$ cat src/rtl/fetch_sequencer.sv
// Instruction-fetch sequencer: owns the PC, keeps one imem request in flight, applies execute redirects.
// Build option FETCH_MISALIGN_TRAP_EN: misaligned redirect targets trap instead of being force-aligned.
module fetch_sequencer #(
    parameter int unsigned     XLEN     = 32,
    parameter logic [XLEN-1:0] RESET_PC = '0
) (
    input  logic            clk_i,
    input  logic            rst_ni,
    input  logic            redirect_valid_i,
    input  logic [1:0]      pc_source_i,
    input  logic [XLEN-1:0] branch_target_i,
    input  logic [XLEN-1:0] jalr_target_i,
    output logic            imem_req_o,
    output logic [XLEN-1:0] imem_addr_o,
    input  logic            imem_gnt_i,
    input  logic            imem_rvalid_i,
    input  logic [XLEN-1:0] imem_rdata_i,
    output logic            instr_valid_o,
    output logic [XLEN-1:0] instr_o,
    output logic [XLEN-1:0] instr_pc_o,
    input  logic            instr_ready_i,
    output logic            misalign_o,
    output logic [XLEN-1:0] misalign_addr_o
);

    typedef enum logic [1:0] {
        S_REQ  = 2'd0,
        S_WAIT = 2'd1,
        S_HOLD = 2'd2
`ifdef FETCH_MISALIGN_TRAP_EN
        , S_TRAP = 2'd3
`endif
    } state_e;

    localparam logic [1:0]      PCSRC_BRANCH = 2'b01;
    localparam logic [1:0]      PCSRC_JALR   = 2'b10;
    localparam logic [XLEN-1:0] INSTR_BYTES  = XLEN'(4);

    state_e          r_state;
    state_e          w_state_d;
    state_e          w_fault_state;
    logic            r_active;
    logic [XLEN-1:0] r_pc;
    logic [XLEN-1:0] w_pc_d;
    logic [XLEN-1:0] r_req_addr;
    logic [XLEN-1:0] w_req_addr_d;
    logic            r_drop;
    logic            w_drop_d;
    logic [XLEN-1:0] r_instr;
    logic [XLEN-1:0] w_instr_d;
    logic [XLEN-1:0] r_instr_pc;
    logic [XLEN-1:0] w_instr_pc_d;

    logic            w_redir;
    logic            w_mis;
    logic            w_trap_pend;
    logic            w_resume_trap;
    logic [XLEN-1:0] w_target_raw;
    logic [XLEN-1:0] w_target;
    logic [XLEN-1:0] w_pc_inc;
    logic [XLEN-1:0] w_resume_pc;

`ifdef FETCH_MISALIGN_TRAP_EN
    logic            r_trap_pend;
    logic [XLEN-1:0] r_mis_addr;
`endif

    // Taken redirect decode; jalr targets always have bit 0 cleared
    assign w_redir      = redirect_valid_i &&
                          ((pc_source_i == PCSRC_BRANCH) || (pc_source_i == PCSRC_JALR));
    assign w_target_raw = (pc_source_i == PCSRC_JALR) ? (jalr_target_i & ~XLEN'(1))
                                                      : branch_target_i;
    assign w_pc_inc     = r_pc + INSTR_BYTES;

`ifdef FETCH_MISALIGN_TRAP_EN
    assign w_target      = w_target_raw;
    assign w_mis         = w_redir && (w_target_raw[1:0] != 2'b00);
    assign w_fault_state = S_TRAP;
    assign w_trap_pend   = r_trap_pend;
`else
    assign w_target      = w_target_raw & ~XLEN'(3);
    assign w_mis         = 1'b0;
    assign w_fault_state = S_REQ;
    assign w_trap_pend   = 1'b0;
`endif

    // Where to go once a discarded response drains: latest redirect wins
    assign w_resume_pc   = w_redir ? w_target : r_pc;
    assign w_resume_trap = w_redir ? w_mis : w_trap_pend;

    always_comb begin
        w_state_d    = r_state;
        w_pc_d       = r_pc;
        w_req_addr_d = r_req_addr;
        w_drop_d     = r_drop;
        w_instr_d    = r_instr;
        w_instr_pc_d = r_instr_pc;
        case (r_state)
            S_REQ: begin
                if (!r_active) begin
                    // Nothing is presented yet, so a redirect can retarget directly
                    if (w_redir) begin
                        w_pc_d       = w_target;
                        w_req_addr_d = w_target;
                        if (w_mis) begin
                            w_state_d = w_fault_state;
                        end
                    end
                end else begin
                    if (imem_gnt_i) begin
                        w_state_d = S_WAIT;
                    end
                    if (w_redir) begin
                        w_pc_d   = w_target;
                        w_drop_d = 1'b1;
                    end
                end
            end
            S_WAIT: begin
                if (imem_rvalid_i) begin
                    if (r_drop || w_redir) begin
                        w_drop_d     = 1'b0;
                        w_pc_d       = w_resume_pc;
                        w_req_addr_d = w_resume_pc;
                        w_state_d    = w_resume_trap ? w_fault_state : S_REQ;
                    end else begin
                        w_instr_d    = imem_rdata_i;
                        w_instr_pc_d = r_req_addr;
                        w_state_d    = S_HOLD;
                    end
                end else if (w_redir) begin
                    w_pc_d   = w_target;
                    w_drop_d = 1'b1;
                end
            end
            S_HOLD: begin
                // A redirect squashes the held word and overrides the sequential pc+4
                if (w_redir) begin
                    w_pc_d       = w_target;
                    w_req_addr_d = w_target;
                    w_state_d    = w_mis ? w_fault_state : S_REQ;
                end else if (instr_ready_i) begin
                    w_pc_d       = w_pc_inc;
                    w_req_addr_d = w_pc_inc;
                    w_state_d    = S_REQ;
                end
            end
`ifdef FETCH_MISALIGN_TRAP_EN
            S_TRAP: begin
                if (w_redir && !w_mis) begin
                    w_pc_d       = w_target;
                    w_req_addr_d = w_target;
                    w_state_d    = S_REQ;
                end
            end
`endif
            default: begin
                w_state_d = S_REQ;
            end
        endcase
    end

    always_ff @(posedge clk_i) begin
        if (!rst_ni) begin
            r_state    <= S_REQ;
            r_active   <= 1'b0;
            r_pc       <= RESET_PC;
            r_req_addr <= RESET_PC;
            r_drop     <= 1'b0;
            r_instr    <= '0;
            r_instr_pc <= '0;
        end else begin
            r_state    <= w_state_d;
            r_active   <= 1'b1;
            r_pc       <= w_pc_d;
            r_req_addr <= w_req_addr_d;
            r_drop     <= w_drop_d;
            r_instr    <= w_instr_d;
            r_instr_pc <= w_instr_pc_d;
        end
    end

`ifdef FETCH_MISALIGN_TRAP_EN
    // Pending-trap flag rides along with the drop flag; offending address tracks the latest bad target
    always_ff @(posedge clk_i) begin
        if (!rst_ni) begin
            r_trap_pend <= 1'b0;
            r_mis_addr  <= '0;
        end else begin
            r_trap_pend <= w_drop_d ? (w_redir ? w_mis : r_trap_pend) : 1'b0;
            if (w_mis) begin
                r_mis_addr <= w_target;
            end
        end
    end

    assign misalign_o      = (r_state == S_TRAP);
    assign misalign_addr_o = r_mis_addr;
`else
    assign misalign_o      = 1'b0;
    assign misalign_addr_o = '0;
`endif

    assign imem_req_o    = r_active && (r_state == S_REQ);
    assign imem_addr_o   = r_req_addr;
    assign instr_valid_o = (r_state == S_HOLD);
    assign instr_o       = r_instr;
    assign instr_pc_o    = r_instr_pc;

endmodule

$ cat config.mk
export PLATFORM = sky130hd
export DESIGN_NAME = fetch_sequencer
export DESIGN_NICKNAME = d
export VERILOG_FILES = /design/src/rtl/fetch_sequencer.sv
export SDC_FILE = /design/constraint.sdc
export NUM_CORES = 1
export LEC_CHECK = 0
export BUFFER_PORTS_ARGS = -buffer_cell sky130_fd_sc_hd__clkbuf_2
export CAP_MARGIN = 20
export CORE_ASPECT_RATIO = 0.75
export CORE_UTILIZATION = 52
export DETAILED_ROUTE_END_ITERATION = 8
export PLACE_DENSITY_LB_ADDON = 0.3
export SYNTH_ARGS = -nofsm -noshare
export SYNTH_HDL_FRONTEND = slang
export SYNTH_SLANG_ARGS = --single-unit
$ cat constraint.sdc
create_clock -name clk_i -period 3.1 [get_ports clk_i]
set_input_delay 0.155 -clock clk_i [delete_from_list [all_inputs] [get_ports clk_i]]
set_output_delay 0.155 -clock clk_i [all_outputs]
set_load 0.01 [all_outputs]
==> results.sh <==
export IMPL_status="finished clean"
export IMPL_dp_hpwl_um=17400
export IMPL_drtIter0Drc=1106
export IMPL_finalCritPeriodShare_pct=93.7
export IMPL_dieArea_um2=15000
export IMPL_rows=37
export IMPL_die_y_um=106
export IMPL_overflow=0
export IMPL_synth_cells=999
export IMPL_slew_headroom_pct=31.9
export IMPL_n_antenna_cell=0
export IMPL_worst_slew_pin_slew_ns=1.02
export IMPL_clock_sinks=132
export IMPL_crit_start="r_state[1]"
export IMPL_max_freq_mhz=344
export IMPL_multi_input_area_um2=4410
export IMPL_cts_buffer_depth=2
export IMPL_synth_area_um2=7550
export IMPL_cts_inserted_buffers=17
export IMPL_drv_slew=0
export IMPL_pre_cts_ws_ns=0.193
export IMPL_synth_edf_count=0
export IMPL_yosys_most_used_dff="dfxtp_1"
export IMPL_worstSkewPairLatency_ns=0.43
export IMPL_drtAntennaViolNets=0
export IMPL_fin_util_pct=68.1
export IMPL_cts_hold_buf=32
export IMPL_fin_worst_skew_ns=0.0114
export IMPL_io_buffers=197
export IMPL_rsz0062_at_grt="false"
export IMPL_yosysWarnings=0
export IMPL_grt_max_degree=72
export IMPL_post_cts_setup_buffers=0
export IMPL_fin_nets=1297
export IMPL_critical_path_class="register to register"
export IMPL_synth_distinct_cells=76
export IMPL_syn_to_final_growth_pct=25.7
export IMPL_tritoncts="done"
export IMPL_fin_crit_ns=2.91
export IMPL_start_util_pct=54.2
export IMPL_avgSynthCellArea_um2=7.56
export IMPL_drt_drc_violations_left=0
export IMPL_drt_total_wl_um=26100
export IMPL_holdCritPathClass="primary input to register"
export IMPL_htree_levels=4
export IMPL_grt_pass1_wl_um=39700
export IMPL_track_usage_pct=34.0
export IMPL_antenna_found_initial=0
export IMPL_yosysTopAreaCell="dfxtp_1"
export IMPL_die_width_um=141
export IMPL_cp_start_kind="register"
export IMPL_regArea_um2=2640
export IMPL_crit_required_ns=3.42
export IMPL_setup_viol=0
export IMPL_arrival_ns=3.23
export IMPL_async_flop_share_pct=0
export IMPL_routed_via_density=6.14
export IMPL_crit_fanout=10
export IMPL_cts_resized=0
export IMPL_vias=8567
export IMPL_drive_gt1_share_pct=24.8
export IMPL_hp_start="imem_rvalid_i"
export IMPL_fill_cells=1178
export IMPL_hold_viol_final=0
export IMPL_io_pins=235
export IMPL_drv_cap=0
export IMPL_drtPass1Iterations=6
export IMPL_tns_ns=0
export IMPL_gp_congestion=0.987
export IMPL_ys_seq_area_share_pct=35.0
export IMPL_cts_root_buffer="clkbuf_16"
export IMPL_cellPowerDensity_nw_per_um2=672
export IMPL_fin_ws_ns=0.194
export IMPL_leakage_nw=3.76
export IMPL_critPathCaptureType="register"
export IMPL_synth_top_cell_area_share_pct=35.0
export IMPL_wl_per_cell_um=18.7
export IMPL_clk_pin_slew_ns=0.06
export IMPL_core_um2=13900
export IMPL_ys_ff_latch=132
export IMPL_synth_area_leaders="dfxtp_1 35%, nand2_1 9.6%, a21oi_1 8.2%, o21ai_0 3.7%, mux2i_1 3.4%"
export IMPL_grt_pass1_vias=7601
export IMPL_rr_startpoint="r_state[1]"
export IMPL_ir_drop_v=0.000485
-- final timing paths --
kind	end	slack [ns]	cells after the start
max	imem_addr_o[30]	0.19	8
min	r_drop	0.01	2
max reg2reg	imem_addr_o[30]	0.19	8
min reg2reg	instr_pc_o[4]	0.45	2
-- where the power goes --
group / internal, mW / switching, mW / total (mW)
Sequential: 1.95 / 0.291 / 2.24
Clock: 1.22 / 0.823 / 2.04
Combinational: 0.731 / 1.36 / 2.09
-- placed cells by master, fill, tap and decap left out, types with 4 or more instances in the layout --
cell | netlist | layout
clkbuf_2 | 0 | 197
nand2_1 | 193 | 192
dfxtp_1 | 132 | 132
a21oi_1 | 123 | 123
o21ai_0 | 56 | 56
nor2_1 | 49 | 48
conb_1 | 1 | 33
dlygate4sd3_1 | 0 | 32
nand3_1 | 27 | 27
mux2i_1 | 26 | 26
buf_4 | 34 | 26
nor3_1 | 21 | 20
a311oi_1 | 20 | 20
clkbuf_16 | 0 | 17
nand4_1 | 16 | 16
a31oi_1 | 13 | 13
and3_1 | 12 | 12
nor4_1 | 10 | 10
inv_1 | 9 | 9
mux2_2 | 9 | 9
a32oi_1 | 9 | 9
o21a_1 | 9 | 9
a211oi_1 | 9 | 9
o211ai_1 | 8 | 8
o221a_2 | 8 | 8
and2_1 | 7 | 7
nand2b_1 | 7 | 7
and4_1 | 7 | 7
or2_2 | 6 | 6
o31ai_1 | 6 | 6
or3_1 | 5 | 5
or4_1 | 5 | 5
xnor2_1 | 5 | 5
ha_1 | 6 | 5
inv_6 | 0 | 5
o2bb2ai_1 | 4 | 4
o2111ai_1 | 4 | 4
-- cell usage after synthesis, types with 6 or more instances --
| master | instances |
|---|---|
| nand3_1 | 27 |
| nand2_1 | 193 |
| o221a_2 | 8 |
| a32oi_1 | 9 |
| nand4_1 | 16 |
| nor2_1 | 49 |
| mux2i_1 | 26 |
| a31oi_1 | 13 |
| ha_1 | 6 |
| o21ai_0 | 56 |
| clkbuf_1 | 67 |
| mux2_2 | 9 |
| o31ai_1 | 6 |
| or2_2 | 6 |
| nor4_1 | 10 |
| nor3_1 | 21 |
| nand2b_1 | 7 |
| dfxtp_1 | 132 |
| inv_1 | 9 |
| and3_1 | 12 |
| and2_1 | 7 |
| buf_4 | 34 |
| and4_1 | 7 |
| buf_2 | 16 |
| o211ai_1 | 8 |
| a311oi_1 | 20 |
| a21oi_1 | 123 |
| o21a_1 | 9 |
| a211oi_1 | 9 |
-- logic make-up (layout without fill, tap and decap cells) --
logic type	Yosys count	in the layout	synth area share, %
AO/OA/AOI/OAI	308	308	26.2
multiplexers	35	35	4.79
XOR/XNOR	6	6	0.696
adder cells (fa/ha/maj)	6	6	0.994
other	1	33	0.0497
buffers and inverters	132	301	8.52
flip-flops	132	132	35.0
AND/OR/NAND/NOR	379	379	23.8
-- metrics by stage --
stage | cell area [um^2] | instances | hold WS, ns | power, mW
floorplan | 7670 | 1031 | 0.183 | 3.48
global placement | 8580 | 1331 | 0.378 | 4.22
detailed placement | 8580 | 1331 | 0.383 | 4.25
CTS | 9490 | 1395 | 0.00168 | 6.31
global route | 9490 | 1395 | 0.0276 | 6.64
finish | 9490 | 1395 | 0.0108 | 6.38
-- registers in the layout, summed over array words and instances, names as in the netlist --
register,count
imem_addr_o,32
instr_pc_o,32
r_active,1
r_pc,32
instr_o,32
r_drop,1
r_state,2
-- final cells by class --
class,instances,share of cell area [%]
Clock buffer,19,4.67
Inverter,11,0.435
Multi-Input combinational cell,767,46.5
Timing Repair Buffer,258,16.5
Sequential cell,132,27.8
Clock inverter,13,1.54
Tap cell,195,2.57
-- layer usage --
metal,track usage (%),share of wire (%),up-vias
li1,-,-,3953
met3,9.91,12,106
met2,52.3,44,607
met4,16.5,3.9,0
met1,43.5,40,3901
met5,0,0,-
-- critical path, cell delays in order (launching register included) --
cell and delay [ns]:
dfxtp_1 0.38, inv_1 0.08, ha_1 0.22, buf_4 0.18, nand2b_1 0.09, o221ai_1 0.43
nor3_2 0.86, o221ai_1 0.28, o221a_2 0.28
Note: power is estimated with default switching activity, not from simulation.
